$ cat src/rtl/seg_pkg.sv
// Shared constants for the segment-word capture block: hex glyphs, FSM states, default width.
package seg_pkg;

    localparam int NDIG_DEFAULT = 4;

    // Active-low glyphs, bit0 = segment A ... bit6 = segment G.
    localparam logic [6:0] GLYPH_0 = 7'h40;
    localparam logic [6:0] GLYPH_1 = 7'h79;
    localparam logic [6:0] GLYPH_2 = 7'h24;
    localparam logic [6:0] GLYPH_3 = 7'h30;
    localparam logic [6:0] GLYPH_4 = 7'h19;
    localparam logic [6:0] GLYPH_5 = 7'h12;
    localparam logic [6:0] GLYPH_6 = 7'h02;
    localparam logic [6:0] GLYPH_7 = 7'h78;
    localparam logic [6:0] GLYPH_8 = 7'h00;
    localparam logic [6:0] GLYPH_9 = 7'h10;
    localparam logic [6:0] GLYPH_A = 7'h08;
    localparam logic [6:0] GLYPH_B = 7'h03;
    localparam logic [6:0] GLYPH_C = 7'h46;
    localparam logic [6:0] GLYPH_D = 7'h21;
    localparam logic [6:0] GLYPH_E = 7'h06;
    localparam logic [6:0] GLYPH_F = 7'h0E;

    typedef enum logic [1:0] {
        ST_IDLE    = 2'd0,
        ST_COLLECT = 2'd1,
        ST_HOLD    = 2'd2
    } cap_state_t;

endpackage

$ cat src/rtl/seg_glyph_decode.sv
// Combinational 7-segment glyph to hex nibble decoder with a legal-pattern flag.
module seg_glyph_decode
    import seg_pkg::*;
(
    input  logic [6:0] seg,
    output logic [3:0] nibble,
    output logic       legal
);

    always_comb begin
        nibble = 4'h0;
        legal  = 1'b1;
        case (seg)
            GLYPH_0: nibble = 4'h0;
            GLYPH_1: nibble = 4'h1;
            GLYPH_2: nibble = 4'h2;
            GLYPH_3: nibble = 4'h3;
            GLYPH_4: nibble = 4'h4;
            GLYPH_5: nibble = 4'h5;
            GLYPH_6: nibble = 4'h6;
            GLYPH_7: nibble = 4'h7;
            GLYPH_8: nibble = 4'h8;
            GLYPH_9: nibble = 4'h9;
            GLYPH_A: nibble = 4'hA;
            GLYPH_B: nibble = 4'hB;
            GLYPH_C: nibble = 4'hC;
            GLYPH_D: nibble = 4'hD;
            GLYPH_E: nibble = 4'hE;
            GLYPH_F: nibble = 4'hF;
            default: legal  = 1'b0;
        endcase
    end

endmodule

$ cat src/rtl/seg_word_capture.sv
// Assembles a multi-digit hex word from strobed 7-segment digit patterns.
// Optional macro SEG_STABLE_CHECK_EN: a digit is taken only after two matching consecutive strobes.
module seg_word_capture
    import seg_pkg::*;
#(
    parameter int NDIG = NDIG_DEFAULT
) (
    input  logic              clk,
    input  logic              reset_n,
    input  logic [6:0]        seg_in,
    input  logic [2:0]        dig_sel,
    input  logic              seg_valid,
    output logic [4*NDIG-1:0] word_out,
    output logic              word_valid,
    input  logic              word_ready,
    output logic              err_pat,
    output logic              err_seq
);

    localparam logic [2:0] LAST_IDX = 3'(NDIG - 1);

    cap_state_t        state;
    logic [2:0]        exp_idx;
    logic [4*NDIG-1:0] acc;
    logic [4*NDIG-1:0] acc_nx;
    logic [3:0]        nib;
    logic              legal;
    logic              stb;
    logic              take;

    seg_glyph_decode u_decode (
        .seg    (seg_in),
        .nibble (nib),
        .legal  (legal)
    );

`ifdef SEG_STABLE_CHECK_EN
    logic       prev_vld;
    logic [2:0] prev_sel;
    logic [6:0] prev_seg;

    assign stb = seg_valid && prev_vld && (prev_sel == dig_sel) && (prev_seg == seg_in);

    // A matched pair is consumed; an unmatched strobe becomes the new candidate.
    always_ff @(posedge clk) begin
        if (!reset_n) begin
            prev_vld <= 1'b0;
        end else if (state == ST_HOLD) begin
            prev_vld <= 1'b0;
        end else if (seg_valid) begin
            if (stb) begin
                prev_vld <= 1'b0;
            end else begin
                prev_vld <= 1'b1;
                prev_sel <= dig_sel;
                prev_seg <= seg_in;
            end
        end
    end
`else
    assign stb = seg_valid;
`endif

    always_comb begin
        acc_nx = acc;
        for (int k = 0; k < NDIG; k++) begin
            if (int'(dig_sel) == k) acc_nx[4*k +: 4] = nib;
        end
    end

    assign take = stb && legal &&
                  ((state == ST_IDLE && dig_sel == 3'd0) ||
                   (state == ST_COLLECT && (dig_sel == exp_idx || dig_sel == 3'd0)));

    always_ff @(posedge clk) begin
        if (take) acc <= acc_nx;
    end

    assign word_valid = (state == ST_HOLD);

    always_ff @(posedge clk) begin
        if (!reset_n) begin
            state    <= ST_IDLE;
            exp_idx  <= 3'd0;
            word_out <= '0;
            err_pat  <= 1'b0;
            err_seq  <= 1'b0;
        end else begin
            err_pat <= 1'b0;
            err_seq <= 1'b0;
            case (state)
                ST_IDLE: begin
                    if (stb && !legal) begin
                        err_pat <= 1'b1;
                    end else if (take) begin
                        exp_idx <= 3'd1;
                        if (NDIG == 1) begin
                            word_out <= acc_nx;
                            exp_idx  <= 3'd0;
                            state    <= ST_HOLD;
                        end else begin
                            state <= ST_COLLECT;
                        end
                    end
                end
                ST_COLLECT: begin
                    if (stb) begin
                        if (!legal) begin
                            err_pat <= 1'b1;
                            exp_idx <= 3'd0;
                            state   <= ST_IDLE;
                        end else if (dig_sel == exp_idx) begin
                            if (exp_idx == LAST_IDX) begin
                                word_out <= acc_nx;
                                exp_idx  <= 3'd0;
                                state    <= ST_HOLD;
                            end else begin
                                exp_idx <= exp_idx + 3'd1;
                            end
                        end else if (dig_sel == 3'd0) begin
                            exp_idx <= 3'd1;
                        end else begin
                            err_seq <= 1'b1;
                            exp_idx <= 3'd0;
                            state   <= ST_IDLE;
                        end
                    end
                end
                ST_HOLD: begin
                    if (seg_valid)  err_seq <= 1'b1;
                    if (word_ready) state   <= ST_IDLE;
                end
                default: begin
                    exp_idx <= 3'd0;
                    state   <= ST_IDLE;
                end
            endcase
        end
    end

endmodule

$ cat config.mk
export PLATFORM = sky130hd
export DESIGN_NAME = seg_word_capture
export DESIGN_NICKNAME = d
export VERILOG_FILES = /design/src/rtl/seg_pkg.sv /design/src/rtl/seg_glyph_decode.sv /design/src/rtl/seg_word_capture.sv
export SDC_FILE = /design/constraint.sdc
export NUM_CORES = 1
export LEC_CHECK = 0
export BUFFER_PORTS_ARGS = -buffer_cell sky130_fd_sc_hd__buf_2
export CORE_MARGIN = 2
export CORE_UTILIZATION = 50
export CTS_CLUSTER_DIAMETER = 30
export DETAILED_ROUTE_END_ITERATION = 7
export PLACE_DENSITY_LB_ADDON = 0.12
export SYNTH_ARGS = -nofsm -noshare
export SYNTH_HDL_FRONTEND = slang
export SYNTH_SLANG_ARGS = --single-unit
$ cat constraint.sdc
create_clock -name clk -period 5.52 [get_ports clk]
set_clock_uncertainty 0.1 [all_clocks]
set_input_delay 0.552 -clock clk [delete_from_list [all_inputs] [get_ports clk]]
set_output_delay 0.552 -clock clk [all_outputs]
set_load 0.05 [all_outputs]
== Word level (Yosys, flattened, before mapping) ==
Cells that the tools add are included.
W data, S select, Z words.

* Bits of input ports: 14
* Output and inout port bits: 19
* Flip-flop bits (word level): 39

* Muxes and demuxes: 33
* Equal/unequal tests: 28
* Reductions and logical operators: 16
* Add/sub/neg operators: 1
* Bitwise gates (word level): 1

{| class="wikitable"
|+ Operators with widths
! kind !! number
|-
| $pmux W4 S15 || 1
|-
| $eq A7 B7 Y1 const B || 4
|-
| $eq A7 B5 Y1 const B || 3
|-
| $eq A7 B6 Y1 const B || 3
|-
| $mux W3 || 6
|-
| $mux W2 || 8
|-
| $mux W4 || 4
|-
| $reduce_or A16 Y1 || 1
|-
| $eq A7 B2 Y1 const B || 2
|-
| $eq A7 B4 Y1 const B || 2
|-
| $mux W1 || 10
|-
| $pmux W3 S3 || 1
|-
| $ne A4 B3 Y1 const B || 2
|-
| $eq A7 B3 Y1 const B || 1
|-
| $logic_not A7 Y1 || 1
|-
| $eq A3 B2 Y1 const B || 2
|-
| $eq A3 B3 Y1 const B || 2
|-
| $logic_not A3 Y1 || 2
|-
| $ne A2 B2 Y1 const B || 3
|-
| $pmux W2 S3 || 1
|-
| $reduce_and A6 Y1 || 1
|-
| $logic_and A1 B1 Y1 || 5
|-
| $reduce_and A5 Y1 || 1
|-
| $pmux W1 S2 || 2
|-
| 10 further kinds || 11
|}

== Depth between registers and ports, before layout ==
Gate-level depths: netlist (run 1).

* Depth in word-level cells: 8
* Depth in mapped cells: 8

== By module ==
From an unflattened synthesis (run 1), not the netlist that was laid out.

* Cells, all modules: 214
* Area, all modules: 2235.9 um^2

{| class="wikitable"
|+ By module, submodules not included
! module !! area each (um^2) !! cells an instance !! times used
|-
| seg_word_capture || 1843.0 || 151 || 1
|-
| seg_glyph_decode || 392.9 || 63 || 1
|}

== Worst setup path before layout (run 1) ==
Ideal clock, no wire load.

* Path kind: input port to flip-flop
* From: input port seg_in[4]
* To: register acc[0], enable pin
* Cell stages on the path: 7
* Data required time: 5.026 ns
* Setup time: 0.394 ns
* Path slack: 2.509 ns
* Path buffers: 1
* Arrival time: 2.517 ns
* Cells stage by stage: buf_2 or2_1 a2111oi_4 nor4_4 nand2_1 nand2_1 a21oi_1

* Longest elaborated chain between the ends: 5
* Elaborated cells on any way between the ends: 20

{| class="wikitable"
|+ Ends and longest elaborated chain
! item !! line !! text
|-
| from (decl) || seg_word_capture.sv:10 || <nowiki>input logic [6:0] seg_in,</nowiki>
|-
| $eq A7 B7 Y1 (tied with other cells) || seg_glyph_decode.sv:13 || <nowiki>case (seg)</nowiki>
|-
| $reduce_or A16 Y1 (no line) * || - ||
|-
| $mux W1 * || seg_glyph_decode.sv:13 ||
|-
| $logic_and A1 B1 Y1 * (2 in series) || seg_word_capture.sv:71 || <nowiki>assign take = stb && legal &&</nowiki>
|-
| via take || seg_word_capture.sv:29 || <nowiki>logic take;</nowiki>
|-
| to (signal assigned) || seg_word_capture.sv:76 || <nowiki>if (take) acc <= acc_nx;</nowiki>
|-
| to (decl) || seg_word_capture.sv:24 || <nowiki>logic [4*NDIG-1:0] acc;</nowiki>
|}

Mark *: on every way through the listed nets, which the timed path passes. The rest lies on a longest branch.
A chain may end at the register's enable or synchronous reset.

== Final worst setup path (run 1) ==
* From: input port dig_sel[2]
* To: register acc[12], enable pin

* Longest elaborated chain between the ends: 5
* Elaborated cells on any way between the ends: 7

{| class="wikitable"
|+ Ends and longest elaborated chain
! item !! line !! text
|-
| from (decl) || seg_word_capture.sv:11 || <nowiki>input logic [2:0] dig_sel,</nowiki>
|-
| $eq A3 B3 Y1 or $logic_not A3 Y1 (tied branches) || seg_word_capture.sv:73, seg_word_capture.sv:72 ||
|-
| $logic_or A1 B1 Y1 || seg_word_capture.sv:73 || <nowiki>(state == ST_COLLECT && (dig_sel == exp_idx || dig_sel == 3'd0)));</nowiki>
|-
| $logic_and A1 B1 Y1 || seg_word_capture.sv:73 ||
|-
| $logic_or A1 B1 Y1 * || seg_word_capture.sv:72 || <nowiki>((state == ST_IDLE && dig_sel == 3'd0) ||</nowiki>
|-
| $logic_and A1 B1 Y1 * || seg_word_capture.sv:71 ||
|-
| via take || seg_word_capture.sv:29 ||
|}

Marks and branches as above.

==> qor.yml, run 1 <==
status:
  status: "finished, final reports clean"
synthesis:
  synth-edff-count: 16
  synth_top_family_by_area: "simple AND/OR/NAND/NOR gates"
  synth_nets: 255
  yosysMostFrequentCell: "nand2_1"
  yosys-top-cells-count: "nand2_1 (29), dfxtp_1 (23), nor2_1 (19)"
  ys_ff_latch: 39
  synth_area_leaders: "edfxtp_1 (21%), dfxtp_1 (20%), nand3_2 (6.1%)"
  synth.distinct_cells: 56
  synthMuxAreaShare_pct: 2.39
  synth-xor-area-share_pct: 1.90
  syn_area_per_cell_um2: 9.74
  async_flop_share_pct: 0
  yosysTopAreaCell: "edfxtp_1"
  ys_seq_area_share_pct: 40.8
  synthCells: 237
  netlist_area_um2: 2310
  yosys.area_share.adder_pct: 2.17
  synth_warnings: 0
  synth_top_area_share_pct: 20.8
  ys.flop_type: "dfxtp_1"
  synth_compound_area_share_pct: 20.3
  synth_simple_gate_area_share_pct: 27.2
detailed_routing:
  drc_errors: 0
  vias: 1787
  via_per_inst: 5.67
  drt_wl_total_um: 4520
  drtPass1Iterations: 4
  ant_nets: 0
  wire_per_inst_um: 14.3
  first_iter_violations: 82
global_routing:
  gr-total-overflow: 0
  grt_antenna_before_repair: 0
  grt.busiest_layer: "met2"
  track_usage_pct: 18.5
  grt_pass1_wl_um: 7720
  met2_usage_pct: 29.1
  grt_max_degree: 45
  gr-usage-met3_pct: 4.17
  use_met1_pct: 26.8
  grt_pass1_vias: 1648
layout:
  fin_nets: 280
  antenna_cells: 0
  n_fill_cell: 402
  areaGrowthSynthToFinish_pct: 11.1
  drive_above_1_share_pct: 31.2
flow_run:
  drv_cap: 0
floorplanning:
  initial_utilization_pct: 52.3
  core_area_um2: 4410
  rows: 24
  ios: 33
  dieArea_um2: 5170
  die_y_um: 71.9
  die_x_um: 71.9
place:
  routabilityCongestion: 0.834
  place_ws_ns: 2.64
  place_hpwl_um: 3060
  io_buffers: 32
timing:
  fin_setup_tns_ns: 0
  relSlewSlack_pct: 18.6
  period_needed_ns: 2.57
  finalMaxSlewViolations: 0
  tightest_slew_ns: 1.21
  worst_slack_ns: 2.95
  hold_viol_final: 0
  rsz0062_at_grt: "false"
  setup_violations: 0
  period_share_pct: 46.5
  max_freq_mhz: 389
min_path:
  hold_class: "reg -> reg"
clock_network:
  clkSinkCount: 39
  worstSkewPairLatency_ns: 0.29
  h-tree-depth: 2
  holdBufCountCts: 0
  postCtsSetupRepairBufs: 0
  clk_path_buf_depth: 2
  cts_buffers: 5
  tritoncts: "done"
  clk_pin_slew_ns: 0.08
  root_buffer: "clkbuf_8"
  post_cts_resized: 0
critical_path:
  cp-start-kind: "primary input"
  crit_fanout: 16
  end_kind: "flop"
  critPathKind: "in -> reg"
  required_ns: 5.40
  cp.arrival_ns: 2.45
power:
  vdd_drop_max_mv: 0.205
  powerDensity_nw_per_um2: 231
  power.leakage_nw: 0.921
==> metal layers <==
metal  part of all wire, %  up-vias
met4                  0.35        0
li1                      -      918
met5                     0        -
met2                    45       34
met1                    51      833
met3                   3.5        2
==> layout by cell type, fill, tap and decap left out, drive strengths merged, types with 4 or more instances in the layout <==
cell,netlist,final
buf,12,34
nor2,19,19
nor3b,4,4
nor3,4,4
nand3,19,19
nor4b,4,4
xor2,4,4
mux2,4,4
inv,7,7
a31oi,7,7
nand3b,4,4
nand2,29,29
o21ai,23,23
edfxtp,16,16
ha,4,4
a21oi,11,11
clkbuf,4,5
dfxtp,23,23
==> through the flow <==
step           area (um2)  hold slack [ns]  utilization, %  instances  power (mW)
2_1_floorplan        2310            0.337               -        237       0.349
3_3_place_gp         2450            0.337            55.5        307       0.362
3_5_place_dp         2450            0.339            55.5        307       0.362
4_1_cts              2560            0.351            58.1        315       0.598
5_1_grt              2560            0.379            58.1        315       0.616
6_report             2560            0.346            58.1        315       0.593
==> final timing paths <==
kind / startpoint / slack (ns) / to / depth (start not counted)
min reg2reg: word_out[3]$_SDFFE_PN0P_ / 0.35 / word_out[3]$_SDFFE_PN0P_ / 2
max: dig_sel[2] / 2.95 / acc[12]$_DFFE_PP_ / 5
min: word_out[3]$_SDFFE_PN0P_ / 0.35 / word_out[3]$_SDFFE_PN0P_ / 2
max reg2reg: exp_idx[0]$_SDFFE_PN0P_ / 3.01 / word_out[2]$_SDFFE_PN0P_ / 8
==> registers in the layout, summed over array words and instances, names as in the netlist <==
name      count
acc          16
word_out     16
exp_idx       3
state         2
err_pat       1
err_seq       1
==> power breakdown <==
part / leakage, nW / internal, mW / switching (mW)
sequential: 0.330 / 0.300 / 0.000394
combinational: 0.533 / 0.0175 / 0.0379
clock: 0.0581 / 0.135 / 0.102
total: 0.921 / 0.452 / 0.141
==> final cells by class <==
class	instances	area (um2)	area share [%]
tap	52	65.1	2.54
timing repair buffer	34	175	6.83
sequential	39	941	36.7
clock buffer	5	68.8	2.68
clock inverter	3	43.8	1.71
multi-input combinational	175	1240	48.5
inverter	7	26.3	1.02
==> critical path, stage by stage <==
cell and delay [ns]:
buf_2 0.14, nor3_1 0.97, o21ai_0 0.31, a21oi_1 0.20, buf_4 0.26
==> cells by family after synthesis <==
kind of cell | after synthesis
AOI/OAI and AO/OA | 59
xor gates and xnor gates | 5
adders and majority gates | 4
buffers and inverters | 23
DFF | 39
muxes | 5
and+or+nand+nor | 102
(Power assumes the default switching activity.)
==> inputs of run 2 (changes only) <==
==> constraint.sdc (replaced) <==
create_clock -name clk -period 2.55 [get_ports clk]
set_clock_uncertainty 0.1 [all_clocks]
set_input_delay 0.255 -clock clk [delete_from_list [all_inputs] [get_ports clk]]
set_output_delay 0.255 -clock clk [all_outputs]
set_load 0.05 [all_outputs]
==> run 2 against run 1 <==
  * Sequential cell count unchanged
  * First-iteration DRC count is 34% higher
  * Critical path type unchanged
  * Highest routed layer unchanged
  * Combinational power grew to 2.7 times the previous value
==> qor.yml, run 2 (synthesized netlist as in run 1, its figures left out) <==
place:
  routabilityCongestion: 0.826  # was 0.834
  placed_cells: 333  # was 307
  place_ws_ns: -0.0280  # was 2.64 ns
  io_buffers: 32  # unchanged
  place_hpwl_um: 3380  # was 3060 um
floorplanning:
  core_area_um2: 4410  # unchanged
  rows: 24  # unchanged
  dieArea_um2: 5170  # unchanged
  initial_utilization_pct: 52.3  # unchanged
  die_x_um: 71.9  # unchanged
  die_y_um: 71.9  # unchanged
  ios: 33  # unchanged
timing:
  period_needed_ns: 2.25
  hold_slack_ns: 0.160  # was 0.346 ns
  tightest_slew_ns: 0.872  # was 1.21 ns
  worst_slack_ns: 0.304  # was 2.95 ns
  setup_violations: 0  # unchanged
  finalMaxSlewViolations: 0  # unchanged
  fin_setup_tns_ns: 0  # unchanged
  relSlewSlack_pct: 41.9  # was 18.6%
  hold_viol_final: 0  # unchanged
  rsz0062_at_grt: "false"  # unchanged
  max_freq_mhz: 445
  period_share_pct: 88.1
power:
  p_sw_uw: 311  # was 141 uW
  power.leakage_nw: 1.03  # was 0.921 nW
  powerDensity_nw_per_um2: 442  # was 231 nW/um2
  power.total_mw: 1.21  # was 593 uW
  p_seq_share_pct: 53.6  # was 50.7%
  p_comb_share_pct: 12.3  # was 9.3%
  switching_share_pct: 25.7  # was 23.7%
  vdd_drop_max_mv: 0.315  # was 0.205 mV
  power.internal_uw: 902  # was 452 uW
  p_clk_share_pct: 34.1  # was 40.0%
global_routing:
  grt_max_degree: 33  # was 45
  grt_antenna_before_repair: 0  # unchanged
  grt_pass1_vias: 1666  # was 1648
  gr-total-overflow: 0  # unchanged
  track_usage_pct: 19.7  # was 18.5%
  grt_pass1_wl_um: 8000  # was 7720 um
critical_path:
  crit_fanout: 16  # unchanged
  startpoint: "seg_in[0]"  # was dig_sel[2]
  cp.arrival_ns: 2.07  # was 2.45 ns
  r2r_setup_slack_ns: 0.32  # was 3.01 ns
  required_ns: 2.37  # was 5.40 ns
  cp-start-kind: "primary input"  # unchanged
  critPathKind: "in -> reg"  # unchanged
  regToRegStartpoint: "exp_idx[0]$_SDFFE_PN0P_"  # unchanged
  end_kind: "flop"  # unchanged
clock_network:
  postCtsSetupRepairBufs: 0  # unchanged
  holdBufCountCts: 0  # unchanged
  cts_buffers: 5  # unchanged
  root_buffer: "clkbuf_8"  # unchanged
  clkSinkCount: 39  # unchanged
  post_cts_resized: 0  # unchanged
  clk_pin_slew_ns: 0.07  # was 0.08 ns
  h-tree-depth: 2  # unchanged
  clk_path_buf_depth: 2  # unchanged
  tritoncts: "done"  # unchanged
  worstSkewPairLatency_ns: 0.29  # about the same
detailed_routing:
  wire_per_inst_um: 13.9  # was 14.3 um
  vias: 1877  # was 1787
  drtPass1Iterations: 4  # unchanged
  first_iter_violations: 110  # was 82
  drt_wl_total_um: 4730  # was 4520 um
  drc_errors: 0  # unchanged
  via_per_inst: 5.50  # was 5.67
  ant_nets: 0  # unchanged
layout:
  seq_area_um2: 941  # unchanged
  final_common_cell: "buf_2"  # unchanged
  mostFrequentLayoutCells: "buf_2 (32), nand2_1 (29), buf_4 (27)"  # was buf_2 (32), nand2_1 (29), dfxtp_1 (23)
  antenna_cells: 0  # unchanged
  stdcell_count: 341  # was 315
  areaGrowthSynthToFinish_pct: 19.1  # was 11.1%
  multi_input_area_um2: 1250  # was 1240 um2
  fin_nets: 306  # was 280
  n_fill_cell: 393  # was 402
  drive_above_1_share_pct: 37.4  # was 31.2%
  biggestRegsByFlops: "acc x16, word_out x16, exp_idx x3"  # unchanged
flow_run:
  drv_cap: 0  # unchanged
min_path:
  hold_class: "in -> reg"  # was reg -> reg
  holdCritStartpoint: "seg_valid"  # was word_out[3]$_SDFFE_PN0P_
status:
  status: "finished, final reports clean"  # unchanged
==> run 2: power by group through the flow <==
stage	clock network [mW]	logic, mW	registers [mW]
after floorplan	0	0.0868	0.668
after global placement	0	0.148	0.665
after detailed placement	0	0.148	0.665
after CTS	0.424	0.149	0.650
after global routing	0.449	0.163	0.650
final	0.414	0.149	0.650
==> run 2: area by class of cell <==
cell class / instances / share of cell area, %
Sequential cell: 39 / 34.2
Timing Repair Buffer: 60 / 13.9
Multi-Input combinational cell: 175 / 45.4
Clock buffer: 6 / 2.64
Inverter: 7 / 0.956
Clock inverter: 2 / 0.455
Tap cell: 52 / 2.37
==> run 2: worst max-delay path, stage by stage <==
cell	delay, ns
buf_2	0.12
or3b_4	0.40
a2111oi_4	0.38
nor3b_2	0.10
nand2_1	0.09
nand2_1	0.07
a21oi_2	0.64
==> run 2: final timing paths <==
path,end,depth (start not counted)
hold reg to reg,word_out[3]$_SDFFE_PN0P_,2
setup / recovery,acc[2]$_DFFE_PP_,7
hold / removal,err_seq$_SDFF_PN0_,3
setup reg to reg,word_out[2]$_SDFFE_PN0P_,8
==> run 2: per-layer routing <==
layer / track usage [%] / part of all wire (%) / vias to the layer above
met5: 0 / 0 / -
met4: 7.34 / 1.3 / 0
met3: 4.86 / 4.9 / 4
met2: 28.7 / 43 / 45
met1: 28.5 / 51 / 853
li1: - / - / 975
==> run 2: stage by stage <==
step	instance area, um2	util [%]
6_report	2750	62.2
3_5_place_dp	2660	60.3
5_1_grt	2750	62.2
2_1_floorplan	2310	-
4_1_cts	2750	62.2
3_3_place_gp	2660	60.3
==> inputs of run 3 (changes only) <==
--- a/config.mk
+++ b/config.mk
@@ -8,6 +8,7 @@
 export BUFFER_PORTS_ARGS = -buffer_cell sky130_fd_sc_hd__buf_2
 export CORE_MARGIN = 2
 export CORE_UTILIZATION = 50
+export CTS_BUF_LIST = sky130_fd_sc_hd__clkbuf_4 sky130_fd_sc_hd__clkbuf_8
 export CTS_CLUSTER_DIAMETER = 30
 export DETAILED_ROUTE_END_ITERATION = 7
 export PLACE_DENSITY_LB_ADDON = 0.12
==> run 3 against run 2 <==
  * Final area grew 0.14%
  * Setup slack got worse by 0.0014 ns
  * Sequential share of layout area hardly changed
  * Combinational power about the same
  * Global-route usage stayed put
  * Count of clock-buffer cells in the layout unchanged
  * Clock power up 2%
  * Core utilization grew 0.085 points
  * Highest routed layer unchanged
==> qor.yml, run 3 (synthesized netlist as in run 1, its figures left out) <==
critical_path:
  critPathKind: "in -> reg"  # unchanged
  cp-start-kind: "primary input"  # unchanged
  cp_top_family: "compound AO/OA/AOI/OAI gates"  # unchanged
  path_cells: "buf_2 -> or3b_4 -> a2111oi_4 -> nor3b_2 -> nand2_1 -> nand2_1 -> a21oi_2"  # unchanged
  required_ns: 2.37  # about the same
  cp.arrival_ns: 2.07  # about the same
  crit_fanout: 16  # unchanged
  crit_slowest_cell: "a21oi_2"  # unchanged
  path_buf_inv: 1  # unchanged
  slowest_delay_ns: 0.64  # about the same
  regToRegStartpoint: "exp_idx[0]$_SDFFE_PN0P_"  # unchanged
  r2r_setup_slack_ns: 0.32  # about the same
  end_kind: "flop"  # unchanged
  reg2reg_to: "word_out[2]$_SDFFE_PN0P_"  # unchanged
  cpMostUsedCell: "nand2_1"  # unchanged
  rr_worst_depth: 8  # unchanged
detailed_routing:
  vias: 1878  # was 1877
  ant_nets: 0  # unchanged
  drtPass1Iterations: 4  # unchanged
  first_iter_violations: 115  # was 110
  drt_wl_total_um: 4720  # was 4730 um
  via_per_inst: 5.51  # was 5.50
  drc_errors: 0  # unchanged
  wire_per_inst_um: 13.8  # was 13.9 um
place:
  place_area_um2: 2660  # unchanged
  routabilityCongestion: 0.826  # unchanged
  io_buffers: 32  # unchanged
  place_hpwl_um: 3380  # unchanged
clock_network:
  clkSinkCount: 39  # unchanged
  clk_path_buf_depth: 2  # unchanged
  h-tree-depth: 2  # unchanged
  cts_buffers: 5  # unchanged
  worstSkewPairLatency_ns: 0.29  # about the same
  root_buffer: "clkbuf_8"  # unchanged
  post_cts_resized: 0  # unchanged
  clk_pin_slew_ns: 0.07  # about the same
  postCtsSetupRepairBufs: 0  # unchanged
  tritoncts: "done"  # unchanged
  holdBufCountCts: 0  # unchanged
global_routing:
  track_usage_pct: 19.7  # unchanged
  grt_pass1_wl_um: 8000  # unchanged
  grt_max_degree: 33  # unchanged
  grt_antenna_before_repair: 0  # unchanged
  grt_pass1_vias: 1666  # unchanged
  gr-total-overflow: 0  # unchanged
timing:
  finalMaxSlewViolations: 0  # unchanged
  hold_slack_ns: 0.160  # about the same
  period_needed_ns: 2.25  # about the same
  hold_viol_final: 0  # unchanged
  rsz0062_at_grt: "false"  # unchanged
  tightest_slew_ns: 0.874  # was 0.872 ns
  max_freq_mhz: 445  # about the same
  relSlewSlack_pct: 41.7  # was 41.9%
  setup_violations: 0  # unchanged
  fin_setup_tns_ns: 0  # unchanged
  period_share_pct: 88.1  # about the same
layout:
  areaGrowthSynthToFinish_pct: 19.3  # was 19.1%
  stdcell_area_um2: 2750  # about the same
  final_common_cell: "buf_2"  # unchanged
  mostFrequentLayoutCells: "buf_2 (32), nand2_1 (29), buf_4 (27)"  # unchanged
  biggestRegsByFlops: "acc x16, word_out x16, exp_idx x3"  # unchanged
  drive_above_1_share_pct: 37.7  # was 37.4%
  fin_nets: 306  # unchanged
  antenna_cells: 0  # unchanged
floorplanning:
  die_x_um: 71.9  # unchanged
  dieArea_um2: 5170  # unchanged
  die_y_um: 71.9  # unchanged
  initial_utilization_pct: 52.3  # unchanged
  rows: 24  # unchanged
  core_area_um2: 4410  # unchanged
  ios: 33  # unchanged
status:
  status: "finished, final reports clean"  # unchanged
power:
  powerDensity_nw_per_um2: 444  # was 442 nW/um2
  vdd_drop_max_mv: 0.315  # about the same
  power.leakage_nw: 1.04  # was 1.03 nW
min_path:
  holdCritStartpoint: "seg_valid"  # unchanged
  hold_class: "in -> reg"  # unchanged
  hold_path_end: "err_seq$_SDFF_PN0_"  # unchanged
  holdPathStages: 3  # unchanged
flow_run:
  drv_cap: 0  # unchanged
-- run 3: cell types whose count changed in the layout (fill, tap and decap cells not counted) --
| cell | before | now |
|---|---|---|
| clkbuf_1 | 1 | 0 |
| clkbuf_4 | 0 | 1 |
-- run 3: through the flow --
stage	util, %	power (mW)	cells	setup slack (ns)
6_report	62.3	1.22	341	0.303
5_1_grt	62.3	1.27	341	0.153
4_1_cts	62.3	1.23	341	0.294
3_5_place_dp	60.3	0.813	333	-0.0280
3_3_place_gp	60.3	0.813	333	-0.0109
2_1_floorplan	-	0.755	237	0.183
-- run 3: final cells by class --
class                   count  area [um2]
fillers                   393        1660
multi-input cells         175        1250
flip-flops and latches     39         941
repair buffers             60         383
clock buffers               6        76.3
well taps                  52        65.1
inverters                   7        26.3
clock inverters             2        12.5
-- run 3: worst reg2reg max path: stages, from the launching register on --
cell	delay, ns
dfxtp_1	0.40
ha_1	0.19
nor2b_1	0.18
nor4b_1	0.37
nand2_1	0.17
a211oi_4	0.27
buf_12	0.25
nand3_1	0.13
o21ai_1	0.11
-- run 3: worst max-delay path by stage --
stage	from	to	slack [ns]	cells after the start
floorplan	seg_in[4]	acc[0]$_DFFE_PP_	0.18	7
global placement	seg_in[0]	acc[15]$_DFFE_PP_	-0.01	7
detailed placement	seg_in[0]	acc[15]$_DFFE_PP_	-0.03	7
CTS	seg_in[0]	acc[1]$_DFFE_PP_	0.29	7
global route	seg_in[0]	acc[7]$_DFFE_PP_	0.15	7
finish	seg_in[0]	acc[2]$_DFFE_PP_	0.30	7
-- run 3: power by group --
part,leakage [nW],switching [mW],total [mW],internal (mW)
clock,0.0446,0.221,0.423,0.202
combinational,0.662,0.0881,0.150,0.0615
sequential,0.330,0.000852,0.650,0.649
-- run 3: routing by layer --
layer  GRT usage, %  vias to the layer above  share of wire [%]
met5              0                        -                  0
met4           7.34                        0                1.3
met1           28.5                      856                 51
met3           4.86                        4                4.4
met2           28.7                       42                 43
li1               -                      976                  -
